$ cat config.mk
export PLATFORM = sky130hd
export DESIGN_NAME = bcd_stopwatch_flat
export DESIGN_NICKNAME = d
export VERILOG_FILES = /design/src/rtl/bcd_stopwatch_if.sv /design/src/rtl/bcd_stopwatch.sv /design/src/flat_wrapper.sv
export SDC_FILE = /design/constraint.sdc
export NUM_CORES = 1
export LEC_CHECK = 0
export BUFFER_PORTS_ARGS = -buffer_cell sky130_fd_sc_hd__buf_2
export CORE_ASPECT_RATIO = 1.2
export CORE_MARGIN = 2
export CORE_UTILIZATION = 55
export DETAILED_ROUTE_END_ITERATION = 8
export PLACE_DENSITY = 0.8
export SYNTH_ARGS = -nofsm -noshare
export SYNTH_HDL_FRONTEND = slang
export SYNTH_SLANG_ARGS = --single-unit
$ cat constraint.sdc
create_clock -name CLK -period 4.8 [get_ports CLK]
set_input_delay 0.48 -clock CLK [delete_from_list [all_inputs] [get_ports CLK]]
set_output_delay 0.48 -clock CLK [all_outputs]
set_load 0.05 [all_outputs]
$ cat src/rtl/bcd_stopwatch_if.sv
// Signal bundle for bcd_stopwatch: run/mode/preset/lap controls in, packed-BCD time and status out.
interface bcd_stopwatch_if;
    logic       RUN;
    logic       DOWN;
    logic       LOAD;
    logic [7:0] MIN_IN;
    logic [7:0] SEC_IN;
    logic       LAP;
    logic [7:0] Q_MIN;
    logic [7:0] Q_SEC;
    logic [7:0] Q_CS;
    logic [7:0] LAP_MIN;
    logic [7:0] LAP_SEC;
    logic [7:0] LAP_CS;
    logic       LAP_VALID;
    logic       TICK;
    logic       WRAP;
    logic       DONE;

    modport master (
        output RUN, DOWN, LOAD, MIN_IN, SEC_IN, LAP,
        input  Q_MIN, Q_SEC, Q_CS, LAP_MIN, LAP_SEC, LAP_CS, LAP_VALID, TICK, WRAP, DONE
    );

    modport slave (
        input  RUN, DOWN, LOAD, MIN_IN, SEC_IN, LAP,
        output Q_MIN, Q_SEC, Q_CS, LAP_MIN, LAP_SEC, LAP_CS, LAP_VALID, TICK, WRAP, DONE
    );
endinterface

$ cat src/rtl/bcd_stopwatch.sv
// MM:SS.cc packed-BCD stopwatch/timer with up/down count, clamped preset load, expiry and wrap.
// Lap capture registers exist only when STOPWATCH_LAP_EN is defined.
//
//   state   | meaning
//   STOPPED | paused; prescaler and time hold
//   RUNNING | prescaler advancing, time steps each DIV cycles
//   EXPIRED | down-count hit zero; frozen until LOAD or RST
module bcd_stopwatch #(
    parameter int unsigned DIV     = 500000,
    parameter logic [7:0]  MAX_MIN = 8'h59
) (
    input logic            CLK,
    input logic            RST,
    bcd_stopwatch_if.slave sw
);
    localparam int unsigned   PW      = (DIV > 1) ? $clog2(DIV) : 1;
    localparam logic [PW-1:0] PS_LAST = PW'(DIV - 1);

    typedef enum logic [1:0] {STOPPED, RUNNING, EXPIRED} state_t;

    state_t        state;
    logic [PW-1:0] presc;
    logic [7:0]    q_min, q_sec, q_cs;
    logic          tick, wrap, done;

    logic [7:0] up_min, up_sec, up_cs, dn_min, dn_sec, dn_cs, ld_min, ld_sec;
    logic       up_wrap, time_zero, dn_zero;

    function automatic logic [7:0] bcd_inc(input logic [7:0] v);
        if (v[3:0] == 4'd9)
            return {(v[7:4] == 4'd9) ? 4'd0 : v[7:4] + 4'd1, 4'd0};
        return {v[7:4], v[3:0] + 4'd1};
    endfunction

    function automatic logic [7:0] bcd_dec(input logic [7:0] v);
        if (v[3:0] == 4'd0)
            return {(v[7:4] == 4'd0) ? 4'd9 : v[7:4] - 4'd1, 4'd9};
        return {v[7:4], v[3:0] - 4'd1};
    endfunction

    function automatic logic [3:0] clamp_digit(input logic [3:0] d, input logic [3:0] lim);
        return (d > lim) ? lim : d;
    endfunction

    always_comb begin
        up_cs   = bcd_inc(q_cs);
        up_sec  = q_sec;
        up_min  = q_min;
        up_wrap = 1'b0;
        if (q_cs == 8'h99) begin
            if (q_sec == 8'h59) begin
                up_sec = 8'h00;
                if (q_min >= MAX_MIN) begin
                    up_min  = 8'h00;
                    up_wrap = 1'b1;
                end else begin
                    up_min = bcd_inc(q_min);
                end
            end else begin
                up_sec = bcd_inc(q_sec);
            end
        end

        // Minute underflow only reachable from 00:00.00, which expires before decrementing.
        dn_cs  = bcd_dec(q_cs);
        dn_sec = q_sec;
        dn_min = q_min;
        if (q_cs == 8'h00) begin
            if (q_sec == 8'h00) begin
                dn_sec = 8'h59;
                dn_min = (q_min == 8'h00) ? MAX_MIN : bcd_dec(q_min);
            end else begin
                dn_sec = bcd_dec(q_sec);
            end
        end

        time_zero = (q_min == 8'h00) && (q_sec == 8'h00) && (q_cs == 8'h00);
        dn_zero   = (dn_min == 8'h00) && (dn_sec == 8'h00) && (dn_cs == 8'h00);

        ld_min = {clamp_digit(sw.MIN_IN[7:4], 4'd9), clamp_digit(sw.MIN_IN[3:0], 4'd9)};
        if (ld_min > MAX_MIN)
            ld_min = MAX_MIN;
        ld_sec = {clamp_digit(sw.SEC_IN[7:4], 4'd5), clamp_digit(sw.SEC_IN[3:0], 4'd9)};
    end

    always_ff @(posedge CLK) begin
        if (RST) begin
            state <= STOPPED;
            presc <= '0;
            q_min <= 8'h00;
            q_sec <= 8'h00;
            q_cs  <= 8'h00;
            tick  <= 1'b0;
            wrap  <= 1'b0;
            done  <= 1'b0;
        end else if (sw.LOAD) begin
            state <= STOPPED;
            presc <= '0;
            q_min <= ld_min;
            q_sec <= ld_sec;
            q_cs  <= 8'h00;
            tick  <= 1'b0;
            wrap  <= 1'b0;
            done  <= 1'b0;
        end else begin
            tick <= 1'b0;
            wrap <= 1'b0;
            case (state)
                STOPPED, RUNNING: begin
                    if (!sw.RUN) begin
                        state <= STOPPED;
                    end else if (sw.DOWN && time_zero) begin
                        state <= EXPIRED;
                        done  <= 1'b1;
                    end else begin
                        state <= RUNNING;
                        if (presc == PS_LAST) begin
                            presc <= '0;
                            tick  <= 1'b1;
                            if (sw.DOWN) begin
                                q_min <= dn_min;
                                q_sec <= dn_sec;
                                q_cs  <= dn_cs;
                                if (dn_zero) begin
                                    state <= EXPIRED;
                                    done  <= 1'b1;
                                end
                            end else begin
                                q_min <= up_min;
                                q_sec <= up_sec;
                                q_cs  <= up_cs;
                                wrap  <= up_wrap;
                            end
                        end else begin
                            presc <= presc + 1'b1;
                        end
                    end
                end
                EXPIRED: state <= EXPIRED;
                default: state <= STOPPED;
            endcase
        end
    end

    assign sw.Q_MIN = q_min;
    assign sw.Q_SEC = q_sec;
    assign sw.Q_CS  = q_cs;
    assign sw.TICK  = tick;
    assign sw.WRAP  = wrap;
    assign sw.DONE  = done;

`ifdef STOPWATCH_LAP_EN
    logic [7:0] lap_min, lap_sec, lap_cs;
    logic       lap_valid;

    // Captures the time held before this edge, so a coincident tick is not seen.
    always_ff @(posedge CLK) begin
        if (RST) begin
            lap_min   <= 8'h00;
            lap_sec   <= 8'h00;
            lap_cs    <= 8'h00;
            lap_valid <= 1'b0;
        end else if (sw.LOAD) begin
            lap_valid <= 1'b0;
        end else if (sw.LAP) begin
            lap_min   <= q_min;
            lap_sec   <= q_sec;
            lap_cs    <= q_cs;
            lap_valid <= 1'b1;
        end
    end

    assign sw.LAP_MIN   = lap_min;
    assign sw.LAP_SEC   = lap_sec;
    assign sw.LAP_CS    = lap_cs;
    assign sw.LAP_VALID = lap_valid;
`else
    logic unused_lap;
    assign unused_lap   = sw.LAP;
    assign sw.LAP_MIN   = 8'h00;
    assign sw.LAP_SEC   = 8'h00;
    assign sw.LAP_CS    = 8'h00;
    assign sw.LAP_VALID = 1'b0;
`endif
endmodule

$ cat src/flat_wrapper.sv
// flat-port wrapper written by rule: the top's interface ports become plain ports
module bcd_stopwatch_flat 
#(
    parameter int unsigned DIV     = 500000,
    parameter logic [7:0]  MAX_MIN = 8'h59
)
  (CLK, RST, sw_RUN, sw_DOWN, sw_LOAD, sw_MIN_IN, sw_SEC_IN, sw_LAP, sw_Q_MIN, sw_Q_SEC, sw_Q_CS, sw_LAP_MIN, sw_LAP_SEC, sw_LAP_CS, sw_LAP_VALID, sw_TICK, sw_WRAP, sw_DONE);
  bcd_stopwatch_if sw_i ();
  input logic CLK;
  input logic RST;
  input wire logic [$bits(sw_i.RUN)-1:0] sw_RUN;
  input wire logic [$bits(sw_i.DOWN)-1:0] sw_DOWN;
  input wire logic [$bits(sw_i.LOAD)-1:0] sw_LOAD;
  input wire logic [$bits(sw_i.MIN_IN)-1:0] sw_MIN_IN;
  input wire logic [$bits(sw_i.SEC_IN)-1:0] sw_SEC_IN;
  input wire logic [$bits(sw_i.LAP)-1:0] sw_LAP;
  output wire logic [$bits(sw_i.Q_MIN)-1:0] sw_Q_MIN;
  output wire logic [$bits(sw_i.Q_SEC)-1:0] sw_Q_SEC;
  output wire logic [$bits(sw_i.Q_CS)-1:0] sw_Q_CS;
  output wire logic [$bits(sw_i.LAP_MIN)-1:0] sw_LAP_MIN;
  output wire logic [$bits(sw_i.LAP_SEC)-1:0] sw_LAP_SEC;
  output wire logic [$bits(sw_i.LAP_CS)-1:0] sw_LAP_CS;
  output wire logic [$bits(sw_i.LAP_VALID)-1:0] sw_LAP_VALID;
  output wire logic [$bits(sw_i.TICK)-1:0] sw_TICK;
  output wire logic [$bits(sw_i.WRAP)-1:0] sw_WRAP;
  output wire logic [$bits(sw_i.DONE)-1:0] sw_DONE;
  assign sw_i.RUN = sw_RUN;
  assign sw_i.DOWN = sw_DOWN;
  assign sw_i.LOAD = sw_LOAD;
  assign sw_i.MIN_IN = sw_MIN_IN;
  assign sw_i.SEC_IN = sw_SEC_IN;
  assign sw_i.LAP = sw_LAP;
  assign sw_Q_MIN = sw_i.Q_MIN;
  assign sw_Q_SEC = sw_i.Q_SEC;
  assign sw_Q_CS = sw_i.Q_CS;
  assign sw_LAP_MIN = sw_i.LAP_MIN;
  assign sw_LAP_SEC = sw_i.LAP_SEC;
  assign sw_LAP_CS = sw_i.LAP_CS;
  assign sw_LAP_VALID = sw_i.LAP_VALID;
  assign sw_TICK = sw_i.TICK;
  assign sw_WRAP = sw_i.WRAP;
  assign sw_DONE = sw_i.DONE;
  bcd_stopwatch #(.DIV(DIV), .MAX_MIN(MAX_MIN)) u_core (.CLK(CLK), .RST(RST), .sw(sw_i));
endmodule
==> metrics.md <==
| Metric | Value |
|---|---|
| Overall routing resource usage | `26.25%` |
| Drt total wl | `9.533 mm` |
| Top post-synthesis cells by area | `dfxtp_1 (26%), nor2_1 (5.8%), buf_4 (5.2%), nand2_1 (4.4%), xor2_1 (4.2%)` |
| Wire length on met2 | `4.729 mm` |
| Util after Layout | `61.34%` |
| Vias in the first global route | `approximately 3400` |
| Run status | `finished, final reports clean` |
| Cell area after layout | `between 3000 and 4000 µm²` |
| Port Buf Inserts | `47` |
| MaxCap Viol Count | `0` |
| Initial drt markers | `approximately 340` |
| Synth area leader | `dfxtp_1` |
| Diode count | `0` |
| Bufs and invs on worst path | `1` |
| GR Overflow Total | `0` |
| Clk slew on worst S/H paths | `100 ps` |
| Clock buffer depth | `2` |
| Syn avg cell area | `7.530 µm²` |
| CTS Root Cell | `clkbuf_8` |
| Synth-to-Final Area Change | `6.747%` |
| H-tree depth reported by CTS | `2` |
| P_leak | `1.488 nW` |
| EDFF count, synth | `0` |
| Worst min path class | `flop to flop` |
| Pwr/cell area | `around 260 nW/µm²` |
| Die Area | `around 7500 µm²` |
| Mapped Area | `around 3700 µm²` |
| Worst Path Max Fanout | `13` |
| Via count | `3740` |
| Worst-Margin Slew | `approximately 920 ps` |
| Synth Flop Type | `dfxtp_1` |
| TritonCTS clock tree | `yes` |
| M1 WL | `3.968 mm` |
| Initial antenna violation count | `0` |
| CTS Sinks | `48` |
| #FFs+latches synth | `between 40 and 50` |
| Critical path required time | `5000 ps` |
| # rows | `32` |
| First-pass GRT wire length | `between 15 and 20 mm` |
| # hold bufs at CTS | `0` |
| Clk_skew | `around 4.6 ps` |
| Gpl congestion | `a little over 0.9` |
| Nets | `548` |
| Drt pass-1 iters | `5` |
| Post-route ant nets | `0` |
| Fmax | `325.8 MHz` |
| Synth unique cells | `73` |
| Critical path class | `flop to flop` |
| Worst Setup End Kind | `flop` |
| Chip Height | `between 90 and 100 µm` |
| Initial core utilization | `between 50 and 60%` |
| Peak supply drop | `0.1737 mV` |
| Highest Signal Layer | `met4` |
| Crit path cell chain | `inv_1, ha_1, or3b_2, nor3_4, a211o_1, o21ai_0, mux2i_1, nor2_1` |
| Endpoints failing setup | `0` |
| Crit path launch type | `flop` |
| IO Count | `between 70 and 80` |
| Slowest cell delay on critical path | `560 ps` |
| Worst skew pair latency | `310 ps` |
| Tcrit/Tclk final | `63.94%` |
| YS warnings | `0` |
| RSZ-0062 raised after global routing | `false` |
| Post-CTS Setup Bufs | `0` |
| WL met3 | `596 µm` |
| Core Area | `6486 µm²` |
| Detailed Place HPWL | `6.867 mm` |
| Drt drc | `0` |
| Share of cells above drive strength 1 | `14.62%` |
| Top-area cell type share of the netlist area | `between 20% and 30%` |
| TNS Setup | `0 ps` |
| Critical-path top delay cell | `or3b_2` |
| Crit path max-delay family | `simple AND/OR/NAND/NOR gates` |
| Pin count of the biggest net entering global routing | `32` |
| CTS Buf Count | `5` |
| Slew HR | `38.42%` |
| Synth async-reset ratio | `0%` |
| CP arrival | `3270 ps` |
| Min Tclk post-route | `about 3100 ps` |
| Final Power | `1.021 mW` |
| Die Wd | `a little under 80 µm` |
| Post-DP Area | `3841 µm²` |
| Final Max Tran Viols | `0` |
| WL/cell | `15.76 µm` |
| Number of gates resized after CTS | `0` |
| Min Hold Slack | `438.5 ps` |
| Vias per std cell | `6.182` |
| Sequential element share of the synthesized area | `25.78%` |
| Gate Count Post-Synth | `slightly below 500` |
| Final hold vios | `0` |
-- final timing paths --
check | startpoint | to | slack (ps) | cells past startpoint
setup / recovery | u_core.sw.Q_CS[5] | u_core.sw.Q_MIN[0] | 1730 | 8
hold reg to reg | u_core.sw.DONE | u_core.sw.DONE | 440 | 2
hold / removal | u_core.sw.DONE | u_core.sw.DONE | 440 | 2
setup reg to reg | u_core.sw.Q_CS[5] | u_core.sw.Q_MIN[0] | 1730 | 8
-- layout by cell type (no fill, tap or decap), types with 3 or more instances in the layout --
cell | Yosys | layout
nand2_1 | 44 | 44
o21ai_0 | 29 | 29
a21oi_1 | 26 | 26
buf_2 | 2 | 47
a211o_1 | 3 | 3
clkbuf_8 | 0 | 5
nand3_1 | 20 | 20
nor4b_1 | 3 | 3
mux2i_1 | 6 | 6
ha_1 | 7 | 7
a31oi_1 | 5 | 5
a211oi_1 | 11 | 11
and4_1 | 4 | 4
nand3b_1 | 4 | 4
conb_1 | 1 | 25
nor3_1 | 13 | 13
nor4_1 | 9 | 9
o22ai_1 | 3 | 3
inv_1 | 15 | 15
o211ai_1 | 7 | 7
xnor2_1 | 7 | 7
a22oi_1 | 6 | 6
xor2_1 | 18 | 18
nor4bb_1 | 3 | 3
and3_1 | 6 | 6
nor2b_1 | 3 | 3
o31ai_1 | 4 | 4
nor2_1 | 58 | 58
o21bai_1 | 3 | 3
and3b_1 | 3 | 3
dfxtp_1 | 48 | 48
nand4_1 | 11 | 11
nand2b_1 | 6 | 6
nor3b_1 | 3 | 3
-- per-layer routing --
metal,vias up,GRT usage (%)
li1,1802,-
met3,25,4.231
met1,1743,32.13
met4,0,11.49
met5,-,0
met2,170,45.06
-- area by class of cell --
cell class                      instances  area [µm²]
Multi-Input combinational cell        399        2464
Clock buffer                            5       68.82
Fill cell                             613        2507
Sequential cell                        48       960.9
Tap cell                               85       106.4
Clock inverter                          3       68.82
Timing Repair Buffer                   49       250.2
Inverter                               16       60.06
-- cell usage after synthesis, drive strengths merged, types with 4 or more instances --
| master | number |
|---|---|
| a21oi | 29 |
| xnor2 | 7 |
| a31oi | 6 |
| nor2 | 58 |
| inv | 16 |
| o21ai | 29 |
| nor4 | 9 |
| o211ai | 7 |
| and4 | 4 |
| mux2i | 6 |
| nor3 | 14 |
| a211oi | 11 |
| nand3b | 4 |
| nand4 | 11 |
| a22oi | 6 |
| nand2b | 6 |
| clkbuf | 22 |
| nand3 | 20 |
| buf | 34 |
| o31ai | 4 |
| dfxtp | 48 |
| nand2 | 45 |
| a2111oi | 4 |
| xor2 | 18 |
| ha | 7 |
| and3 | 6 |
-- cells by family after synthesis --
family | share of synthesized area [%]
AO/OA/AOI/OAI | 24.20
XOR/XNOR | 5.874
adder cells (fa/ha/maj) | 2.350
buffers and inverters | 10.54
flip-flops | 25.78
multiplexers | 1.913
other | 0.1006
AND/OR/NAND/NOR | 29.24
-- power breakdown --
| group | leakage (nW) | switching [mW] | internal, mW |
|---|---|---|---|
| Clock | 0.0687 | 0.154 | 0.210 |
| Sequential | 0.389 | 0.0241 | 0.407 |
| Combinational | 1.03 | 0.164 | 0.0627 |
-- metrics by stage --
step | std cells | setup slack, ps
after global routing | 605 | 1577
final | 605 | 1731
after detailed placement | 597 | 1617
after global placement | 597 | 1686
after floorplan | 519 | 1923
after CTS | 605 | 1834
-- worst reg2reg max path: cells and delay by family (launching register included) --
kind | cells | cell delay [ps]
and+or+nand+nor | 3 | 990
AOI/OAI and AO/OA | 2 | 880
DFF | 1 | 390
adders and majority gates | 1 | 300
muxes | 1 | 250
buffers and inverters | 1 | 140
-- registers in the layout, indices dropped and copies added, names as in the netlist --
signal,cells
u_core.sw.Q_CS,8
u_core.state,2
u_core.sw.Q_MIN,8
u_core.sw.WRAP,1
u_core.sw.TICK,1
u_core.sw.DONE,1
u_core.presc,19
u_core.sw.Q_SEC,8
No activity file was read; power rests on OpenSTA's default activity.
